File: config.mk
export PLATFORM = sky130hd
export DESIGN_NAME = uart_rx_ctrl_flat
export DESIGN_NICKNAME = d
export VERILOG_FILES = /design/src/rtl/uart_pkg.sv /design/src/rtl/uart_rx_ctrl_if.sv /design/src/rtl/uart_baud_tick.sv /design/src/rtl/uart_rx_ctrl.sv /design/src/flat_wrapper.sv
export SDC_FILE = /design/constraint.sdc
export NUM_CORES = 1
export LEC_CHECK = 0
export BUFFER_PORTS_ARGS = -buffer_cell sky130_fd_sc_hd__buf_2
export CORE_MARGIN = 5
export CORE_UTILIZATION = 40
export CTS_CLUSTER_DIAMETER = 60
export DETAILED_ROUTE_END_ITERATION = 10
export GPL_TIMING_DRIVEN = 0
export PLACE_DENSITY = 0.67
export SYNTH_ARGS = -nofsm -noshare
export SYNTH_HDL_FRONTEND = slang
export SYNTH_SLANG_ARGS = --single-unit
File: constraint.sdc
create_clock -name sysclk -period 2.5 [get_ports sysclk]
set_clock_uncertainty 0.2 [all_clocks]
set_input_delay 0.25 -clock sysclk [delete_from_list [all_inputs] [get_ports sysclk]]
set_output_delay 0.25 -clock sysclk [all_outputs]
set_load 0.05 [all_outputs]
File: src/rtl/uart_pkg.sv
// Shared UART definitions: receiver FSM state encoding, parity selects and the baud divisor helper.
package uart_pkg;

  localparam int DATA_BITS = 8;

  localparam bit PAR_EVEN = 1'b0;
  localparam bit PAR_ODD  = 1'b1;

  typedef enum logic [2:0] {
    ST_IDLE      = 3'd0,
    ST_START     = 3'd1,
    ST_DATA      = 3'd2,
    ST_PARITY    = 3'd3,
    ST_STOP      = 3'd4,
    ST_WAIT_IDLE = 3'd5
  } rx_state_e;

  // Clock cycles per oversample tick, rounded to nearest.
  function automatic int baud_div(input int clk_hz, input int baud, input int oversample);
    int den;
    den = baud * oversample;
    return (clk_hz + den / 2) / den;
  endfunction

endpackage

File: src/rtl/uart_rx_ctrl_if.sv
// CPU/line side bundle of the UART receiver; master drives the line and read strobe, slave is the receiver.
interface uart_rx_ctrl_if;
  import uart_pkg::*;

  logic                 uart_in;
  logic                 rd_en;
  logic [DATA_BITS-1:0] rx_data;
  logic                 rx_valid;
  logic                 overrun;
  logic                 frame_err;
  logic                 parity_err;

  modport master (
    output uart_in, rd_en,
    input  rx_data, rx_valid, overrun, frame_err, parity_err
  );

  modport slave (
    input  uart_in, rd_en,
    output rx_data, rx_valid, overrun, frame_err, parity_err
  );

endinterface

File: src/rtl/uart_baud_tick.sv
// Free-running oversample tick: one-cycle pulse every DIV cycles, combinational from the counter.
// No backpressure; only Reset restarts the phase.
module uart_baud_tick #(
  parameter int DIV = 16
) (
  input  logic sysclk,
  input  logic Reset,
  output logic tick
);

  localparam int            CW   = (DIV > 1) ? $clog2(DIV) : 1;
  localparam logic [CW-1:0] LAST = CW'(DIV - 1);

  logic [CW-1:0] r_cnt;

  always_ff @(posedge sysclk) begin
    if (Reset) begin
      r_cnt <= '0;
    end else if (r_cnt == LAST) begin
      r_cnt <= '0;
    end else begin
      r_cnt <= r_cnt + CW'(1);
    end
  end

  assign tick = (r_cnt == LAST);

endmodule

File: src/rtl/uart_rx_ctrl.sv
// UART receive framer with one-byte holding register; rx_valid rises the cycle after the stop-bit decision tick.
// No backpressure: an unread byte is overwritten and flagged as overrun. Parity bit enabled by UART_RX_PARITY_EN.
module uart_rx_ctrl
  import uart_pkg::*;
#(
  parameter int CLK_HZ     = 100_000_000,
  parameter int BAUD       = 9600,
  parameter int OVERSAMPLE = 16
`ifdef UART_RX_PARITY_EN
  ,parameter bit PARITY_ODD = PAR_EVEN
`endif
) (
  input logic           sysclk,
  input logic           Reset,
  uart_rx_ctrl_if.slave rx_if
);

  localparam int DIV  = baud_div(CLK_HZ, BAUD, OVERSAMPLE);
  localparam int PW   = $clog2(OVERSAMPLE);
  localparam int BCW  = $clog2(DATA_BITS);
  localparam int HALF = OVERSAMPLE / 2;

  localparam logic [PW-1:0]  PH_FIRST = PW'(1);
  localparam logic [PW-1:0]  PH_S0    = PW'(HALF - 1);
  localparam logic [PW-1:0]  PH_S1    = PW'(HALF);
  localparam logic [PW-1:0]  PH_DEC   = PW'(HALF + 1);
  localparam logic [PW-1:0]  PH_LAST  = PW'(OVERSAMPLE - 1);
  localparam logic [BCW-1:0] BIT_LAST = BCW'(DATA_BITS - 1);

  localparam logic [2:0] S_IDLE      = ST_IDLE;
  localparam logic [2:0] S_START     = ST_START;
  localparam logic [2:0] S_DATA      = ST_DATA;
`ifdef UART_RX_PARITY_EN
  localparam logic [2:0] S_PARITY    = ST_PARITY;
`endif
  localparam logic [2:0] S_STOP      = ST_STOP;
  localparam logic [2:0] S_WAIT_IDLE = ST_WAIT_IDLE;

  logic                 w_tick;
  logic                 r_sync1;
  logic                 r_sync2;
  logic                 w_rx;
  logic [2:0]           r_state;
  logic [PW-1:0]        r_ph;
  logic [PW-1:0]        w_ph_nxt;
  logic [1:0]           r_smp;
  logic [BCW-1:0]       r_bitcnt;
  logic [DATA_BITS-1:0] r_shift;
  logic                 w_dec;
  logic                 w_bit;
  logic                 w_load;
  logic [DATA_BITS-1:0] r_rx_data;
  logic                 r_rx_valid;
  logic                 r_overrun;
  logic                 r_frame_err;
`ifdef UART_RX_PARITY_EN
  logic                 r_par_bad;
  logic                 r_parity_err;
`endif

  uart_baud_tick #(
    .DIV (DIV)
  ) u_baud_tick (
    .sysclk (sysclk),
    .Reset  (Reset),
    .tick   (w_tick)
  );

  always_ff @(posedge sysclk) begin
    if (Reset) begin
      r_sync1 <= 1'b1;
      r_sync2 <= 1'b1;
    end else begin
      r_sync1 <= rx_if.uart_in;
      r_sync2 <= r_sync1;
    end
  end

  // Samples land on phases HALF-1, HALF and HALF+1; the third is taken live, so the bit is decided on HALF+1.
  always_comb begin
    w_rx     = r_sync2;
    w_ph_nxt = (r_ph == PH_LAST) ? '0 : r_ph + PW'(1);
    w_dec    = w_tick && (r_state != S_IDLE) && (r_state != S_WAIT_IDLE) && (w_ph_nxt == PH_DEC);
    w_bit    = (r_smp[1] & r_smp[0]) | (r_smp[1] & w_rx) | (r_smp[0] & w_rx);
    w_load   = w_dec && (r_state == S_STOP);
  end

  // The detecting tick already lies inside the start bit, so it counts as phase 1.
  always_ff @(posedge sysclk) begin
    if (Reset) begin
      r_state  <= S_IDLE;
      r_ph     <= '0;
      r_smp    <= '0;
      r_bitcnt <= '0;
      r_shift  <= '0;
`ifdef UART_RX_PARITY_EN
      r_par_bad <= 1'b0;
`endif
    end else if (w_tick) begin
      case (r_state)
        S_IDLE: begin
          if (!w_rx) begin
            r_state <= S_START;
            r_ph    <= PH_FIRST;
          end
        end
        S_WAIT_IDLE: begin
          if (w_rx) begin
            r_state <= S_IDLE;
          end
        end
        default: begin
          r_ph <= w_ph_nxt;
          if ((w_ph_nxt == PH_S0) || (w_ph_nxt == PH_S1)) begin
            r_smp <= {r_smp[0], w_rx};
          end
          if (w_ph_nxt == PH_DEC) begin
            case (r_state)
              S_START: begin
                r_bitcnt <= '0;
                r_state  <= w_bit ? S_IDLE : S_DATA;
              end
              S_DATA: begin
                r_shift  <= {w_bit, r_shift[DATA_BITS-1:1]};
                r_bitcnt <= r_bitcnt + BCW'(1);
                if (r_bitcnt == BIT_LAST) begin
`ifdef UART_RX_PARITY_EN
                  r_state <= S_PARITY;
`else
                  r_state <= S_STOP;
`endif
                end
              end
`ifdef UART_RX_PARITY_EN
              S_PARITY: begin
                r_par_bad <= ((^r_shift) ^ w_bit) != PARITY_ODD;
                r_state   <= S_STOP;
              end
`endif
              S_STOP: begin
                r_state <= w_bit ? S_IDLE : S_WAIT_IDLE;
              end
              default: begin
                r_state <= S_IDLE;
              end
            endcase
          end
        end
      endcase
    end
  end

  // A load in the same cycle as rd_en wins; rd_en only clears what was already there.
  always_ff @(posedge sysclk) begin
    if (Reset) begin
      r_rx_data   <= '0;
      r_rx_valid  <= 1'b0;
      r_overrun   <= 1'b0;
      r_frame_err <= 1'b0;
`ifdef UART_RX_PARITY_EN
      r_parity_err <= 1'b0;
`endif
    end else begin
      if (w_load) begin
        r_rx_data <= r_shift;
      end
      r_rx_valid  <= w_load | (r_rx_valid & ~rx_if.rd_en);
      r_overrun   <= (w_load & r_rx_valid & ~rx_if.rd_en) | (r_overrun & ~rx_if.rd_en);
      r_frame_err <= (w_load & ~w_bit) | (r_frame_err & ~rx_if.rd_en);
`ifdef UART_RX_PARITY_EN
      r_parity_err <= (w_load & r_par_bad) | (r_parity_err & ~rx_if.rd_en);
`endif
    end
  end

  assign rx_if.rx_data   = r_rx_data;
  assign rx_if.rx_valid  = r_rx_valid;
  assign rx_if.overrun   = r_overrun;
  assign rx_if.frame_err = r_frame_err;
`ifdef UART_RX_PARITY_EN
  assign rx_if.parity_err = r_parity_err;
`else
  assign rx_if.parity_err = 1'b0;
`endif

endmodule

File: src/flat_wrapper.sv
// flat-port wrapper written by rule: the top's interface ports become plain ports
module uart_rx_ctrl_flat import uart_pkg::*;
#(
  parameter int CLK_HZ     = 100_000_000,
  parameter int BAUD       = 9600,
  parameter int OVERSAMPLE = 16

)
  (sysclk, Reset, rx_if_uart_in, rx_if_rd_en, rx_if_rx_data, rx_if_rx_valid, rx_if_overrun, rx_if_frame_err, rx_if_parity_err);
  uart_rx_ctrl_if rx_if_i ();
  input logic sysclk;
  input logic Reset;
  input wire logic [$bits(rx_if_i.uart_in)-1:0] rx_if_uart_in;
  input wire logic [$bits(rx_if_i.rd_en)-1:0] rx_if_rd_en;
  output wire logic [$bits(rx_if_i.rx_data)-1:0] rx_if_rx_data;
  output wire logic [$bits(rx_if_i.rx_valid)-1:0] rx_if_rx_valid;
  output wire logic [$bits(rx_if_i.overrun)-1:0] rx_if_overrun;
  output wire logic [$bits(rx_if_i.frame_err)-1:0] rx_if_frame_err;
  output wire logic [$bits(rx_if_i.parity_err)-1:0] rx_if_parity_err;
  assign rx_if_i.uart_in = rx_if_uart_in;
  assign rx_if_i.rd_en = rx_if_rd_en;
  assign rx_if_rx_data = rx_if_i.rx_data;
  assign rx_if_rx_valid = rx_if_i.rx_valid;
  assign rx_if_overrun = rx_if_i.overrun;
  assign rx_if_frame_err = rx_if_i.frame_err;
  assign rx_if_parity_err = rx_if_i.parity_err;
  uart_rx_ctrl #(.CLK_HZ(CLK_HZ), .BAUD(BAUD), .OVERSAMPLE(OVERSAMPLE)) u_core (.sysclk(sysclk), .Reset(Reset), .rx_if(rx_if_i));
endmodule
== After elaboration in Yosys (flattened, before gate mapping) ==
Index checks and enable logic that the tools add are counted.
Word-level totals
  bits in registers: 43
  bits of input ports: 4
  output and inout bits: 12
  logic and storage cells: 75
Cells by class
  $add $sub $neg: 3
  equal/unequal tests: 14
  mux-type cells: 12
  bitwise operators: 18
  reduce and logical (&&, ||, !) cells: 16
Operators by type and width (number)
  two-way mux 3 bit: 5
  equality test 4 bit (second input constant): 3
  case mux 3 bit (2 select lines): 2
  adder 10 x 1 -> 10 bit (second input constant): 1
  equality test 10 bit (second input constant): 1
  bitwise AND 1 bit: 9
  equality test 3 bit (second input constant): 3
  case mux 3 bit (3 select lines): 1
  two-way mux 4 bit: 2
  case mux 4 bit (2 select lines): 1
  AND reduction 4 bit: 2
  AND reduction 3 bit: 2
  nonzero test 3 bit: 2
  OR 1 bit: 5
  AND reduction 5 bit: 1
  adder 4 x 1 -> 4 bit (second input constant): 1
  equality test 4 x 3 -> 1 bit (second input constant): 1
  logical AND 1 bit: 4
  inequality test 4 x 3 -> 1 bit (second input constant): 1
  NOT 1 bit: 4
  OR reduction 2 bit: 2
  adder 3 x 1 -> 3 bit (second input constant): 1
  equality test 3 x 1 -> 1 bit (second input constant): 1
  equality test 3 x 2 -> 1 bit (second input constant): 1
  other kinds (7): 7

== Logic depth before layout (Yosys ltp) ==
  depth after elaboration: 8
  gate-level depth with buffers: 9
  depth with buffers taken out: 7

== Hierarchy ==
A second synthesis with hierarchy kept.
Second synthesis, totals
  cells, all modules: 215
  area, all modules: 2078.2 um^2
Modules (own cells, without submodules)
  uart_rx_ctrl: times used 1, cells an instance 165, area each 1621.6 um^2, sequential area each 660.6 um^2
  uart_baud_tick: times used 1, cells an instance 50, area each 456.7 um^2, sequential area each 200.2 um^2

== Worst setup path before layout ==
Ideal clock, no wire load.
  kind: register to register
  start point: reg u_core.r_ph[1]
  end point: reg u_core.r_state[2]
  library setup time: 0.132 ns
  arrival time: 1.714 ns
  required time: 2.168 ns
  setup slack: 0.453 ns
  cell stages (with the launch flop): 8
  path buffers: 1
  period minus slack after synthesis: 2.047 ns
  cell sequence: dfxtp_1 ha_1 clkbuf_1 nand4_1 o21ai_2 a21boi_0 o31ai_1 a21oi_1
Between the ends
  longest elaborated chain between the ends: 5
  elaborated cells on any way between the ends: 6
  those cells by class: add/sub: 1; eq/ne: 2; mux: 1; reduce/logical: 2
RTL lines
  start: declaration: line uart_rx_ctrl.sv:44  | logic [PW-1:0] r_ph;
  start signal: assignment: line uart_rx_ctrl.sv:113  | r_ph <= w_ph_nxt;
  adder 4 x 1 -> 4 bit or equality test 4 bit (tied branches): line uart_rx_ctrl.sv:82  | w_ph_nxt = (r_ph == PH_LAST) ? '0 : r_ph + PW'(1);
  two-way mux 4 bit *: line uart_rx_ctrl.sv:82
  equality test 4 bit *: line uart_rx_ctrl.sv:117  | if (w_ph_nxt == PH_DEC) begin
  nonzero test 3 bit (no source line) *
  AND reduction 5 bit (no source line) *
  end signal: assignment: line uart_rx_ctrl.sv:121  | r_state <= w_bit ? S_IDLE : S_DATA;
  end signal: assignment: line uart_rx_ctrl.sv:141  | r_state <= w_bit ? S_IDLE : S_WAIT_IDLE;
  end: declaration: line uart_rx_ctrl.sv:43  | logic [2:0] r_state;
Every way passes the cells marked *; elsewhere a longest branch is shown, timed or not.
A chain may end at the register's enable or synchronous reset.

== Worst setup path in the final report ==
Ends and elaborated chain as after synthesis.

==> metrics.csv <==
metric;value;unit
status;complete, no violations;
cell leakage power;0.997;nW
1st-pass router iterations;5;
grt total ovfl;0;
Finished Cell Area;2280;um2
Max Cap Viol;0;
Clock Latency Late Sink;0.29;ns
reg2reg end;u_core.r_state[2];
site row count;25;
clock-pin slew on the worst setup and hold paths;0.08;ns
Clock Tree Root;clkbuf_8;
layout cell share with drive strength beyond 1;16.2;%
Sw Share;20.0;%
Worst R2R Start;u_core.r_ph[1];
core box area;4790;um2
Worst Setup End Kind;flop;
Placed Area;2150;um2
ranking of synthesized cells by area;dfxtp_1 (43%), mux2i_1 (9.0%), nor2_1 (6.4%);
Async SR Flop Fraction;0;%
Routed wire per std cell;11.6;um
EDFF count, synth;0;
vias per std cell;5.01;
Max H-tree Level;2;
Routed Antenna Nets;0;
final net count;246;
Switching Power;0.000256;W
Avg Synthesized Cell Area;9.39;um2
CTS Sinks;43;
# diodes;0;
Slew Viols, Final;0;
Synth Register Bits;43;
Tmin final;2.27;ns
type of the worst min-delay path;primary input to flop;
Ports;16;
RSZ-0062 raised after global routing;no;
area of the mapped netlist;2000;um2
gr usage total;11.8;%
IO buf count;14;
vias;1513;
WP data required;2.46;ns
DIE AREA;6520;um2
Mapped Cells;213;
Routed WL;3.50;mm
cts repair resizes;0;
Synth Flop Type;dfxtp_1;
power share of the clock group;43.0;%
Final HPWL DP;2.57;mm
setup TNS;0;ns
hold endpoint;u_core.rx_if.rx_valid;
f_max;441;MHz
Commonest cells post-synth;dfxtp_1 (43), nor2_1 (34), mux2i_1 (18);
initial antenna violation count;0;
share of the clock period used by the worst path;90.6;%
Setup Viol. Count Final;0;
DRC viols;0;
Cell variety after synth;45;
Num CTS Buffers;5;
vias in the first global route;1336;
Seq/Total Area, Yosys;43.0;%
area delta synth->final;13.9;%
clock tree buffer depth;2;
Die W;80.7;um
Mapped Nets;225;
placer congestion estimate;0.846;
Yosys warnings;0;
worst rel slew slack;61.7;%
power share of the combinational group;2.8;%
Least-Margin Pin Slew;0.570;ns
initial core utilization;41.8;%
hold path cells;3;
crit path max fanout;10;
CP Launch Type;flop;
cell with the most instances after synthesis;dfxtp_1;
Crit Path Class;flop to flop;
Reg power frac;54.2;%
first-pass GRT wire length;6.06;mm
hold path start;rx_if_rd_en;
area leader, netlist;dfxtp_1;
crit path DAT;2.22;ns
DRT iter0 DRCs;83;
P_int;0.00103;W
pin count of the biggest net entering global routing;14;
Power Density;563;nW/um2
VDD IR-drop max;0.398;mV
TritonCTS clock tree;yes;
setup bufs post-CTS;0;
worst reg2reg path depth;6;
chip height;80.7;um
final hold violations;0;
post-synth top area share;43.0;%
flop2flop setup slack;0.23;ns
worst max path at each step:
stage                              start                end  cells past startpoint  slack [ns]
after floorplan           u_core.r_ph[1]  u_core.r_state[2]                      7        0.45
after global placement    u_core.r_ph[1]  u_core.r_state[2]                      7        0.16
after detailed placement  u_core.r_ph[1]  u_core.r_state[2]                      7        0.14
after CTS                 u_core.r_ph[1]  u_core.r_state[2]                      7        0.13
after global routing      u_core.r_ph[1]  u_core.r_state[2]                      6        0.01
final                     u_core.r_ph[1]  u_core.r_state[2]                      6        0.23
metal layers:
metal | vias to the layer above | GRT usage [%] | wire, um
met3 | 2 | 3.36 | 94
met1 | 714 | 16.1 | 1840
met2 | 16 | 18.0 | 1550
met4 | 0 | 3.55 | 19
met5 | - | 0 | 0
li1 | 781 | - | -
metrics by stage:
step / power (W) / hold slack [ns] / util [%] / setup slack, ns / cells
after floorplan: 0.000735 / 0.154 / - / 0.453 / 213
after global placement: 0.000746 / 0.192 / 45.0 / 0.157 / 294
after detailed placement: 0.000746 / 0.197 / 45.0 / 0.143 / 294
after CTS: 0.00130 / 0.0209 / 47.7 / 0.129 / 303
after global routing: 0.00134 / 0.0268 / 47.6 / 0.0147 / 302
final: 0.00128 / 0.0288 / 47.6 / 0.234 / 302
cell families (layout without fill, tap and decap cells):
family	Yosys count	in the layout	share of synthesized area, %
adder cells (fa/ha/maj)	9	9	5.50
multiplexers	19	19	9.57
flip-flops	43	43	43.0
AND/OR/NAND/NOR	86	86	23.5
buffers and inverters	17	39	4.31
other	1	1	0.187
XOR/XNOR	9	9	3.94
AO/OA/AOI/OAI	29	29	10.0
layout make-up:
class / instances / area, um2
clock buffers: 6 / 82.6
inverters: 4 / 15.0
plain buffers: 12 / 67.6
multi-input cells: 153 / 1050
clock inverters: 2 / 35.0
well taps: 67 / 83.8
fillers: 468 / 2510
flip-flops and latches: 43 / 861
repair buffers: 15 / 80.1
power groups by stage:
stage               Sequential (W)  Clock (W)  Combinational [W]
CTS                       0.000695   0.000567          0.0000364
detailed placement        0.000711          0          0.0000349
global route              0.000696   0.000599          0.0000406
floorplan                 0.000710          0          0.0000249
global placement          0.000711          0          0.0000351
finish                    0.000695   0.000551          0.0000356
layout by cell type (no fill, tap or decap), types with 2 or more instances in the layout:
master	netlist	routed
or3b_1	2	2
nor3_1	2	2
o31ai_1	2	2
a32oi_1	2	2
nand2b_1	9	9
a21oi_1	10	10
nand3b_1	5	5
o21ai_0	4	4
xnor2_1	4	4
buf_4	3	3
xor2_1	5	5
a22o_1	2	2
nor4b_1	2	2
clkbuf_1	6	5
clkbuf_8	0	6
or2_2	3	3
ha_1	8	8
inv_1	4	4
and3_1	2	2
a211oi_1	2	2
buf_2	3	17
nand2_1	9	9
dfxtp_1	43	43
mux2i_1	18	18
nand4_1	6	6
nor2_1	34	34
nand3_1	4	4
worst max-delay path, stage by stage, from the launching register on:
cell,delay (ns)
dfxtp_1,0.50
ha_1,0.38
nand4_1,0.16
o21ai_2,0.25
a21boi_0,0.26
o31ai_1,0.29
a21oi_1,0.09
sequential cells by signal, indices dropped and copies added, names as in the netlist:
signal and cells:
u_core.r_bitcnt 3, u_core.r_ph 4, u_core.r_shift 8, u_core.r_smp 2, u_core.r_state 3, u_core.r_sync1 1
u_core.r_sync2 1, u_core.rx_if.frame_err 1, u_core.rx_if.overrun 1, u_core.rx_if.rx_data 8, u_core.rx_if.rx_valid 1, u_core.u_baud_tick.r_cnt 10
repair_timing:
action,CTS,global route
hold buffers,1,0
hold endpoints to repair,1,0
endpoints found under the setup margin,0,3
(Power assumes the default switching activity.)
